### src/rtl/fpu_cvt_wb_queue_pkg.sv
// Shared types and constants for the FP->int convert writeback queue.
// The converter latency is defined here so the tracker and converter cannot disagree.
package fpu_cvt_wb_queue_pkg;

    localparam int CVT_LAT_DEF   = 2;
    localparam int CVT_DEPTH_DEF = 4;
    localparam int CVT_REGW      = 9;
    localparam int CVT_IIW       = 10;

    typedef struct packed {
        logic [63:0]         data;
        logic [CVT_REGW-1:0] dst_reg;
        logic [CVT_IIW-1:0]  ii;
        logic                exc;
    } fifo_entry_t;

    typedef struct packed {
        logic                v;
        logic [CVT_REGW-1:0] dst_reg;
        logic [CVT_IIW-1:0]  ii;
    } trk_t;

    // Bit 64 of the converter result is the overflow/invalid flag.
    function automatic fifo_entry_t make_entry(input logic [64:0] res, input logic alt, input trk_t trk);
        fifo_entry_t e;
        e.data    = res[63:0];
        e.dst_reg = trk.dst_reg;
        e.ii      = trk.ii;
        e.exc     = res[64] | alt;
        return e;
    endfunction

endpackage

### src/rtl/fpu_wb_fifo.sv
// Generic synchronous circular-buffer FIFO: push/pop/flush, count, combinational head.
// Zero-latency head read; push at full is only legal together with a pop.
module fpu_wb_fifo #(
    parameter int WIDTH = 8,
    parameter int DEPTH = 4
) (
    input  logic                     i_clk,
    input  logic                     i_rst,
    input  logic                     i_flush,
    input  logic                     i_push,
    input  logic [WIDTH-1:0]         i_push_dat,
    input  logic                     i_pop,
    output logic [WIDTH-1:0]         o_head,
    output logic [$clog2(DEPTH):0]   o_count
);

    localparam int PW = $clog2(DEPTH);
    localparam logic [PW:0] FULL_CNT = (PW+1)'(DEPTH);

    logic [WIDTH-1:0] r_mem [DEPTH];
    logic [PW-1:0]    r_wr_ptr;
    logic [PW-1:0]    r_rd_ptr;
    logic [PW:0]      r_count;
    logic             w_pop;

    assign w_pop   = i_pop & (r_count != '0);
    assign o_head  = r_mem[r_rd_ptr];
    assign o_count = r_count;

    always_ff @(posedge i_clk) begin
        if (i_rst) begin
            r_wr_ptr <= '0;
            r_rd_ptr <= '0;
            r_count  <= '0;
            for (int i = 0; i < DEPTH; i++) begin
                r_mem[i] <= '0;
            end
        end else if (i_flush) begin
            r_wr_ptr <= '0;
            r_rd_ptr <= '0;
            r_count  <= '0;
        end else begin
            if (i_push) begin
                r_mem[r_wr_ptr] <= i_push_dat;
                r_wr_ptr        <= r_wr_ptr + 1'b1;
            end
            if (w_pop) begin
                r_rd_ptr <= r_rd_ptr + 1'b1;
            end
            case ({i_push, w_pop})
                2'b10:   r_count <= r_count + 1'b1;
                2'b01:   r_count <= r_count - 1'b1;
                default: r_count <= r_count;
            endcase
        end
    end

    // Upstream credit accounting must keep a lone push off a full buffer.
    a_no_overflow: assert property (@(posedge i_clk) disable iff (i_rst || i_flush)
        !(i_push && !w_pop && (r_count == FULL_CNT)));

endmodule

### src/rtl/fpu_cvt_wb_queue.sv
// FP->int convert writeback: tracks ops through the converter, queues results, drains to int WB.
// Issue-to-wb_valid is CVT_LAT+1 enabled cycles; wb_ready backpressure feeds the cvt_stall credit.
module fpu_cvt_wb_queue
    import fpu_cvt_wb_queue_pkg::*;
#(
    parameter int CVT_LAT = CVT_LAT_DEF,
    parameter int DEPTH   = CVT_DEPTH_DEF
) (
    input  logic                    i_clk,
    input  logic                    i_rst,
    input  logic                    i_clk_en,
    input  logic                    i_cvt_issue,
    input  logic [CVT_REGW-1:0]     i_cvt_reg,
    input  logic [CVT_IIW-1:0]      i_cvt_ii,
    input  logic [64:0]             i_cvt_res,
    input  logic                    i_cvt_alt,
    input  logic                    i_flush,
    input  logic                    i_wb_ready,
    output logic                    o_wb_valid,
    output logic [63:0]             o_wb_data,
    output logic [CVT_REGW-1:0]     o_wb_reg,
    output logic [CVT_IIW-1:0]      o_wb_ii,
    output logic                    o_wb_exc,
    output logic                    o_cvt_stall,
    output logic [$clog2(DEPTH):0]  o_occ
);

    localparam int CW = $clog2(DEPTH + CVT_LAT + 2);

    trk_t                   r_trk [CVT_LAT];
    logic                   w_push;
    logic                   w_pop;
    fifo_entry_t            w_push_ent;
    fifo_entry_t            w_head;
    logic [$clog2(DEPTH):0] w_count;
    logic [CW-1:0]          w_inflight;
    logic [CW-1:0]          w_credit_use;

    always_ff @(posedge i_clk) begin
        if (i_rst || i_flush) begin
            for (int i = 0; i < CVT_LAT; i++) begin
                r_trk[i] <= '0;
            end
        end else if (i_clk_en) begin
            r_trk[0] <= trk_t'{v: i_cvt_issue, dst_reg: i_cvt_reg, ii: i_cvt_ii};
            for (int i = 1; i < CVT_LAT; i++) begin
                r_trk[i] <= r_trk[i-1];
            end
        end
    end

    // The converter output lines up with the last tracking stage only on enabled cycles.
    assign w_push     = i_clk_en & r_trk[CVT_LAT-1].v;
    assign w_push_ent = make_entry(i_cvt_res, i_cvt_alt, r_trk[CVT_LAT-1]);
    assign w_pop      = o_wb_valid & i_wb_ready;

    fpu_wb_fifo #(
        .WIDTH ($bits(fifo_entry_t)),
        .DEPTH (DEPTH)
    ) u_fifo (
        .i_clk      (i_clk),
        .i_rst      (i_rst),
        .i_flush    (i_flush),
        .i_push     (w_push),
        .i_push_dat (w_push_ent),
        .i_pop      (w_pop),
        .o_head     (w_head),
        .o_count    (w_count)
    );

    always_comb begin
        w_inflight = '0;
        for (int i = 0; i < CVT_LAT; i++) begin
            w_inflight = w_inflight + CW'(r_trk[i].v);
        end
    end

    // Every queued or in-flight op holds a buffer slot; stall before they could exceed DEPTH.
    assign w_credit_use = CW'(w_count) + w_inflight + CW'(i_cvt_issue);
    assign o_cvt_stall  = (w_credit_use >= CW'(DEPTH));

    assign o_wb_valid = (w_count != '0);
    assign o_wb_data  = w_head.data;
    assign o_wb_reg   = w_head.dst_reg;
    assign o_wb_ii    = w_head.ii;
    assign o_wb_exc   = w_head.exc;
    assign o_occ      = w_count;

endmodule

### config.mk
export PLATFORM = sky130hd
export DESIGN_NAME = fpu_cvt_wb_queue
export DESIGN_NICKNAME = d
export VERILOG_FILES = /design/src/rtl/fpu_cvt_wb_queue_pkg.sv /design/src/rtl/fpu_wb_fifo.sv /design/src/rtl/fpu_cvt_wb_queue.sv
export SDC_FILE = /design/constraint.sdc
export NUM_CORES = 1
export LEC_CHECK = 0
export CAP_MARGIN = 20
export CORE_ASPECT_RATIO = 0.9
export CORE_MARGIN = 4
export CORE_UTILIZATION = 45
export CTS_CLUSTER_DIAMETER = 30
export DETAILED_ROUTE_END_ITERATION = 16
export GPL_TIMING_DRIVEN = 0
export PLACE_DENSITY_LB_ADDON = 0.05
export SYNTH_ARGS = -nofsm -noshare
export SYNTH_HDL_FRONTEND = slang
export SYNTH_SLANG_ARGS = --single-unit
### constraint.sdc
create_clock -name i_clk -period 7.6 [get_ports i_clk]
set_input_delay 1.9 -clock i_clk [delete_from_list [all_inputs] [get_ports i_clk]]
set_output_delay 1.9 -clock i_clk [all_outputs]
set_load 0.03 [all_outputs]
==> results.md, run 1 <==
- Drt drc: 0
- Final Hold Fails: 0
- Post-Syn Nets: 1049
- Synth cell types: 35
- Initial core utilization: 0.456
- Worst Skew: 0.0107 ns
- Area of the multi-input gates: 4600 µm²
- All-Layer GR Usage: 0.194
- HP Class: reg2reg
- Clock Tree Buf Depth: 3
- Die height: 189 µm
- Final net count: 1322
- Slew @ Worst Pin: 0.941 ns
- Flop pwr share: 0.386
- Area Growth Syn to Fin: 33.1%
- Overall die width: 210 µm
- Crit path capture type: primary output
- Number of synthesized flops with an enable pin: 376
- Final core utilization: 0.607
- Final ANT Viol Nets: 0
- Total grt overflow: 0
- Clock sinks: 385
- Clk slew on worst S/H paths: 0.05 ns
- H-tree Lvls: 3
- LEAKAGE: 8.14 nW
- Avg WL per Cell: 21.4 µm
- Asr flop ratio synth: 0
- Initial DRC count: 508
- Switch Pwr: 1.29 mW
- Hold-fix buffers at CTS: 0
- Combinational power share: 0.043
- Worst slack, placed: 1.51 ns
- Synth Flop Type: edfxtp_1
- Hold path depth: 2
- Syn_area_per_cell: 17.2 µm²
- Vias in the first global route: 9753
- Worst EP arrival: 4.16 ns
- CP most frequent cell: clkdlybuf4s50_1
- DRT Pass-1 Iters: 5
- Layout fillers: 2755
- Maximum Capacitance Violations: 0
- Reg2Reg Depth: 5
- Die Area: 39700 µm²
- Worst rel slew slack: 0.373
- Setup repair bufs after CTS: 0
- Detail-routed via count per cell: 5.03
- Status: finished clean
- Post-DP HPWL: 22700 µm
- Nature of the critical path startpoint: input port
- Tmin final: 6.06 ns
- CTS Buf Count: 85
- Root Buffer: clkbuf_16
- PD cells: 288 nW/µm²
- Initial antenna violation count: 3
- Largest net degree at the start of global routing: 50
- Clock share of power: 0.571
- First-pass GRT wire length: 58000 µm
- PnR Total Power: 6.31 mW
- WP data required: 5.70 ns
- Synthesized area: 16400 µm²
- Port-buffer cells: 179
- Sequential area share after synthesis: 0.697
- YS warnings: 0
- CP max stage cell: clkdlybuf4s50_1
- TritonCTS clock tree: built
- Final WL: 37900 µm
- Switching share of power: 0.204
- #FFs+latches synth: 385
- Period utilization: 0.797
- CP max stage delay: 0.69 ns
- Routability Congestion: 0.697
- Crit path max fanout: 2
- # rows: 66
- Skew-Pair Late Insertion Delay: 0.57 ns
- Final Max Tran Viols: 0
- Crit Path Category: in2out
- Final setup margin: 1.54 ns
- Core box area: 36100 µm²
- P_int: 5.02 mW
- Flip-flop and latch area: 11500 µm²
- Layout cells sized above 1: 0.207
- Finish-stage setup viols: 0
- Post-Place Cells: 1616
- RSZ-0062 raised after global routing: no
- Final std cells w/o fill: 1774
- IO Pins: 180
- Resize count post-CTS: 0
- Routed vias: 8925
- Synth Instances: 954
- CP Cell Sequence: clkdlybuf4s50_1 -> fa_1 -> ha_1 -> a31oi_1 -> xnor2_1 -> clkdlybuf4s50_1
- Worst vdd ir: 0.000154 V
- F_max: 0.165 GHz
registers in the layout, summed over array words and instances (netlist names), named ones only:
name / cells
r_trk: 40
u_fifo.o_count: 3
u_fifo.r_mem: 336
u_fifo.r_rd_ptr: 2
u_fifo.r_wr_ptr: 2
stage by stage:
step	cell area, µm²	hold WS [ns]	TNS (ns)
finish	21900	0.540	0
global route	21900	0.554	0
CTS	21900	0.540	0
detailed placement	19000	0.523	0
global placement	18800	0.511	-291.29
floorplan	16400	0.485	0
synthesized netlist by cell type (5+ instances only):
library cell | count | share of area
xor2_1 | 5 | 0.0027
buf_6 | 7 | 0.0048
and2_1 | 332 | 0.13
buf_2 | 13 | 0.0040
clkbuf_2 | 16 | 0.0049
dfxtp_1 | 9 | 0.011
and3_1 | 40 | 0.015
nor2_1 | 12 | 0.0027
buf_8 | 5 | 0.0046
mux4_2 | 84 | 0.12
edfxtp_1 | 376 | 0.69
clkbuf_1 | 22 | 0.0050
per-layer routing:
| layer | up-vias | wire length (µm) | GRT usage |
|---|---|---|---|
| met5 | - | 46 | 0 |
| met4 | 6 | 801 | 0.0567 |
| met3 | 75 | 1820 | 0.0417 |
| met2 | 217 | 18700 | 0.319 |
| met1 | 4478 | 16600 | 0.263 |
| li1 | 4149 | - | - |
layout by cell type, fill, tap and decap left out, types with 2 or more instances in the layout:
cell type,Yosys,routed
xnor2_1,2,2
inv_1,3,3
edfxtp_1,376,376
clkbuf_1,22,36
clkinv_2,0,12
xor2_1,5,5
nor2_1,12,12
clkbuf_16,0,87
clkinv_8,0,2
nor2b_1,2,2
fa_1,2,2
buf_6,7,7
clkbuf_2,16,16
bufinv_16,0,12
clkdlybuf4s50_1,0,179
and3_1,40,40
mux4_2,84,84
or2_4,0,3
buf_12,0,2
or3_1,2,2
dfxtp_1,9,9
clkinv_1,0,16
a21oi_1,2,2
inv_6,0,2
clkinvlp_4,0,8
buf_16,0,5
buf_2,13,13
ha_1,2,2
clkinv_4,0,4
buf_8,5,5
and2_1,332,332
kinds of logic after synthesis:
family | share of synthesized area
muxes | 0.115
and+or+nand+nor | 0.153
AOI/OAI and AO/OA | 0.00281
xor gates and xnor gates | 0.00373
adders and majority gates | 0.00396
buffers and inverters | 0.0239
DFF | 0.697
power by group through the flow:
| stage | clock network [mW] | logic [mW] | registers [mW] |
|---|---|---|---|
| after global placement | 0 | 0.261 | 2.48 |
| after detailed placement | 0 | 0.274 | 2.47 |
| after global routing | 3.78 | 0.286 | 2.44 |
| after CTS | 3.66 | 0.275 | 2.44 |
| final | 3.60 | 0.269 | 2.44 |
| after floorplan | 0 | 0.123 | 2.47 |
final timing paths:
kind / from / endpoint / slack, ns
worst min register to register: u_fifo.r_rd_ptr[1] / u_fifo.r_rd_ptr[1] / 0.54
worst max-delay path: i_cvt_issue / o_cvt_stall / 1.54
worst min-delay path: u_fifo.r_rd_ptr[1] / u_fifo.r_rd_ptr[1] / 0.54
worst max register to register: r_trk[0][39] / u_fifo.r_mem[2][24] / 4.72
critical path: cells and delay by family:
kind / cells / cell delay, ns
buffers and inverters: 2 / 1.16
adder cells (fa/ha/maj): 2 / 0.72
AO/OA/AOI/OAI: 1 / 0.23
XOR/XNOR: 1 / 0.14
final cells by class:
type                    count  area share
repair buffers            186      0.0900
multi-input cells         503       0.210
well taps                 476      0.0272
plain buffers              63      0.0174
clock buffers             101       0.102
flip-flops and latches    385       0.524
inverters                   3    0.000514
clock inverters            56      0.0286
diodes                      1    0.000114
Note: power is estimated with default switching activity, not from simulation.
==> inputs of run 2 (changes only) <==
- clock period: 7.6 -> 4.9 ns (I/O delays scaled with it)
==> run 2 against run 1 <==
  * Register-to-register slack got worse by 2.6 ns
  * Critical path type unchanged
  * Clock power increased by 55%
  * Die area unchanged
  * Utilization decreased by 0.11 points
  * Flip-flop and latch count unchanged
==> results.md, run 2 (same netlist as run 1, synthesis figures left out) <==
- Maximum Capacitance Violations: 0 (unchanged)
- Clock Tree Buf Depth: 3 (unchanged)
- Most frequent cells in the layout: edfxtp_1 (376), and2_1 (332), clkdlybuf4s50_1 (179) (unchanged)
- Initial DRC count: 511 (was 508)
- Period utilization: 0.951
- Worst Skew: 0.0178 ns (was 0.0107 ns)
- Worst EP arrival: 3.44 ns (was 4.16 ns)
- Root Buffer: clkbuf_16 (unchanged)
- Commonest non-fill, non-tap cell in the layout: edfxtp_1 (unchanged)
- WP data required: 3.67 ns (was 5.70 ns)
- Die Area: 39700 µm² (unchanged)
- Die height: 189 µm (unchanged)
- Final ANT Viol Nets: 0 (unchanged)
- Nature of the critical path startpoint: input port (unchanged)
- Final Max Tran Viols: 0 (unchanged)
- First-pass GRT wire length: 57500 µm (was 58000 µm)
- DRT Pass-1 Iters: 5 (unchanged)
- HP Class: reg2reg (unchanged)
- Final core utilization: 0.605 (was 0.607)
- H-tree Lvls: 3 (unchanged)
- Finish-stage setup viols: 0 (unchanged)
- Max reg flops: 336 (unchanged)
- Skew-Pair Late Insertion Delay: 0.59 ns (was 0.57 ns)
- Crit path capture type: primary output (unchanged)
- Post-Place Cells: 1615 (was 1616)
- Hold path depth: 2 (unchanged)
- Worst vdd ir: 0.000265 V (was 0.000154 V)
- Crit Path Category: in2out (unchanged)
- Layout fillers: 2748 (was 2755)
- Initial core utilization: 0.456 (unchanged)
- Final std cells w/o fill: 1773 (was 1774)
- Setup repair bufs after CTS: 0 (unchanged)
- Ant. Diodes: 0 (was 1)
- Hold-fix buffers at CTS: 0 (unchanged)
- RSZ-0062 raised after global routing: no (unchanged)
- Detail-routed via count per cell: 5.00 (was 5.03)
- Final Hold Fails: 0 (unchanged)
- Worst rel slew slack: 0.379 (was 0.373)
- All-Layer GR Usage: 0.192 (was 0.194)
- PD cells: 447 nW/µm² (was 288 nW/µm²)
- Routed vias: 8861 (was 8925)
- Final setup margin: 0.238 ns (was 1.54 ns)
- IO Pins: 180 (unchanged)
- Post-DP HPWL: 22900 µm (was 22700 µm)
- Resize count post-CTS: 0 (unchanged)
- Largest net degree at the start of global routing: 53 (was 50)
- Initial antenna violation count: 1 (was 3)
- Total grt overflow: 0 (unchanged)
- Routability Congestion: 0.705 (was 0.697)
- Crit path max fanout: 2 (unchanged)
- CTS Buf Count: 85 (unchanged)
- Slew @ Worst Pin: 0.931 ns (was 0.941 ns)
- Layout cells sized above 1: 0.215 (was 0.207)
- Final WL: 37500 µm (was 37900 µm)
- Worst slack, placed: 0.242 ns (was 1.51 ns)
- Avg WL per Cell: 21.2 µm (was 21.4 µm)
- Overall die width: 210 µm (unchanged)
- Reg-to-reg slack, setup: 2.14 ns (was 4.72 ns)
- Clk slew on worst S/H paths: 0.05 ns (about the same)
- Drt drc: 0 (unchanged)
- Status: finished clean (unchanged)
- TritonCTS clock tree: built (unchanged)
- Area Growth Syn to Fin: 32.8% (was 33.1%)
- Clock sinks: 385 (unchanged)
- Most flop-heavy register: u_fifo.r_mem (unchanged)
- Reg2Reg Depth: 5 (unchanged)
- LEAKAGE: 8.13 nW (was 8.14 nW)
- Core box area: 36100 µm² (unchanged)
- F_max: 0.215 GHz
- Tmin final: 4.66 ns
- # rows: 66 (unchanged)
- Port-buffer cells: 179 (unchanged)
- Vias in the first global route: 9764 (was 9753)
- Final net count: 1321 (was 1322)
run 2: path summary, 6_finish.rpt:
check / startpoint / to
worst max-delay path: i_cvt_issue / o_cvt_stall
worst min-delay path: u_fifo.r_rd_ptr[1] / u_fifo.r_rd_ptr[1]
worst max register to register: r_trk[0][39] / u_fifo.r_mem[2][30]
worst min register to register: u_fifo.r_rd_ptr[1] / u_fifo.r_rd_ptr[1]
run 2: critical path: stages:
cell             delay, ns
clkdlybuf4s50_1       0.45
fa_1                  0.44
ha_1                  0.28
a31oi_1               0.20
xnor2_1               0.14
clkdlybuf4s50_1       0.69
run 2: metrics by stage:
step	hold slack [ns]	cell area, µm²	TNS [ns]	power, mW
after floorplan	0.485	16500	0	4.02
after global placement	0.504	18800	-260.44	4.25
after detailed placement	0.522	19000	0	4.26
after CTS	0.531	21800	0	9.86
after global routing	0.566	21800	0	10.1
final	0.524	21800	0	9.76
run 2: layout make-up:
type,instances,area [µm²],area share
sequential,385,11500,0.525
multi-input combinational,503,4600,0.211
clock buffer,96,2230,0.102
timing repair buffer,185,1930,0.0885
clock inverter,62,619,0.0283
tap,476,596,0.0273
buffer,63,382,0.0175
inverter,3,11.3,0.000515
run 2: metal layers:
| layer | vias up | global-route usage | part of all wire |
|---|---|---|---|
| li1 | 4131 | - | - |
| met1 | 4455 | 0.255 | 0.44 |
| met2 | 214 | 0.318 | 0.50 |
| met3 | 59 | 0.0461 | 0.049 |
| met4 | 2 | 0.0577 | 0.018 |
| met5 | - | 0 | 0.00035 |
run 2: report_power, final:
group	internal [mW]	leakage, nW	total [mW]	switching [mW]
clock network	3.79	1.38	5.57	1.79
logic	0.186	2.78	0.412	0.227
registers	3.74	3.97	3.78	0.0358
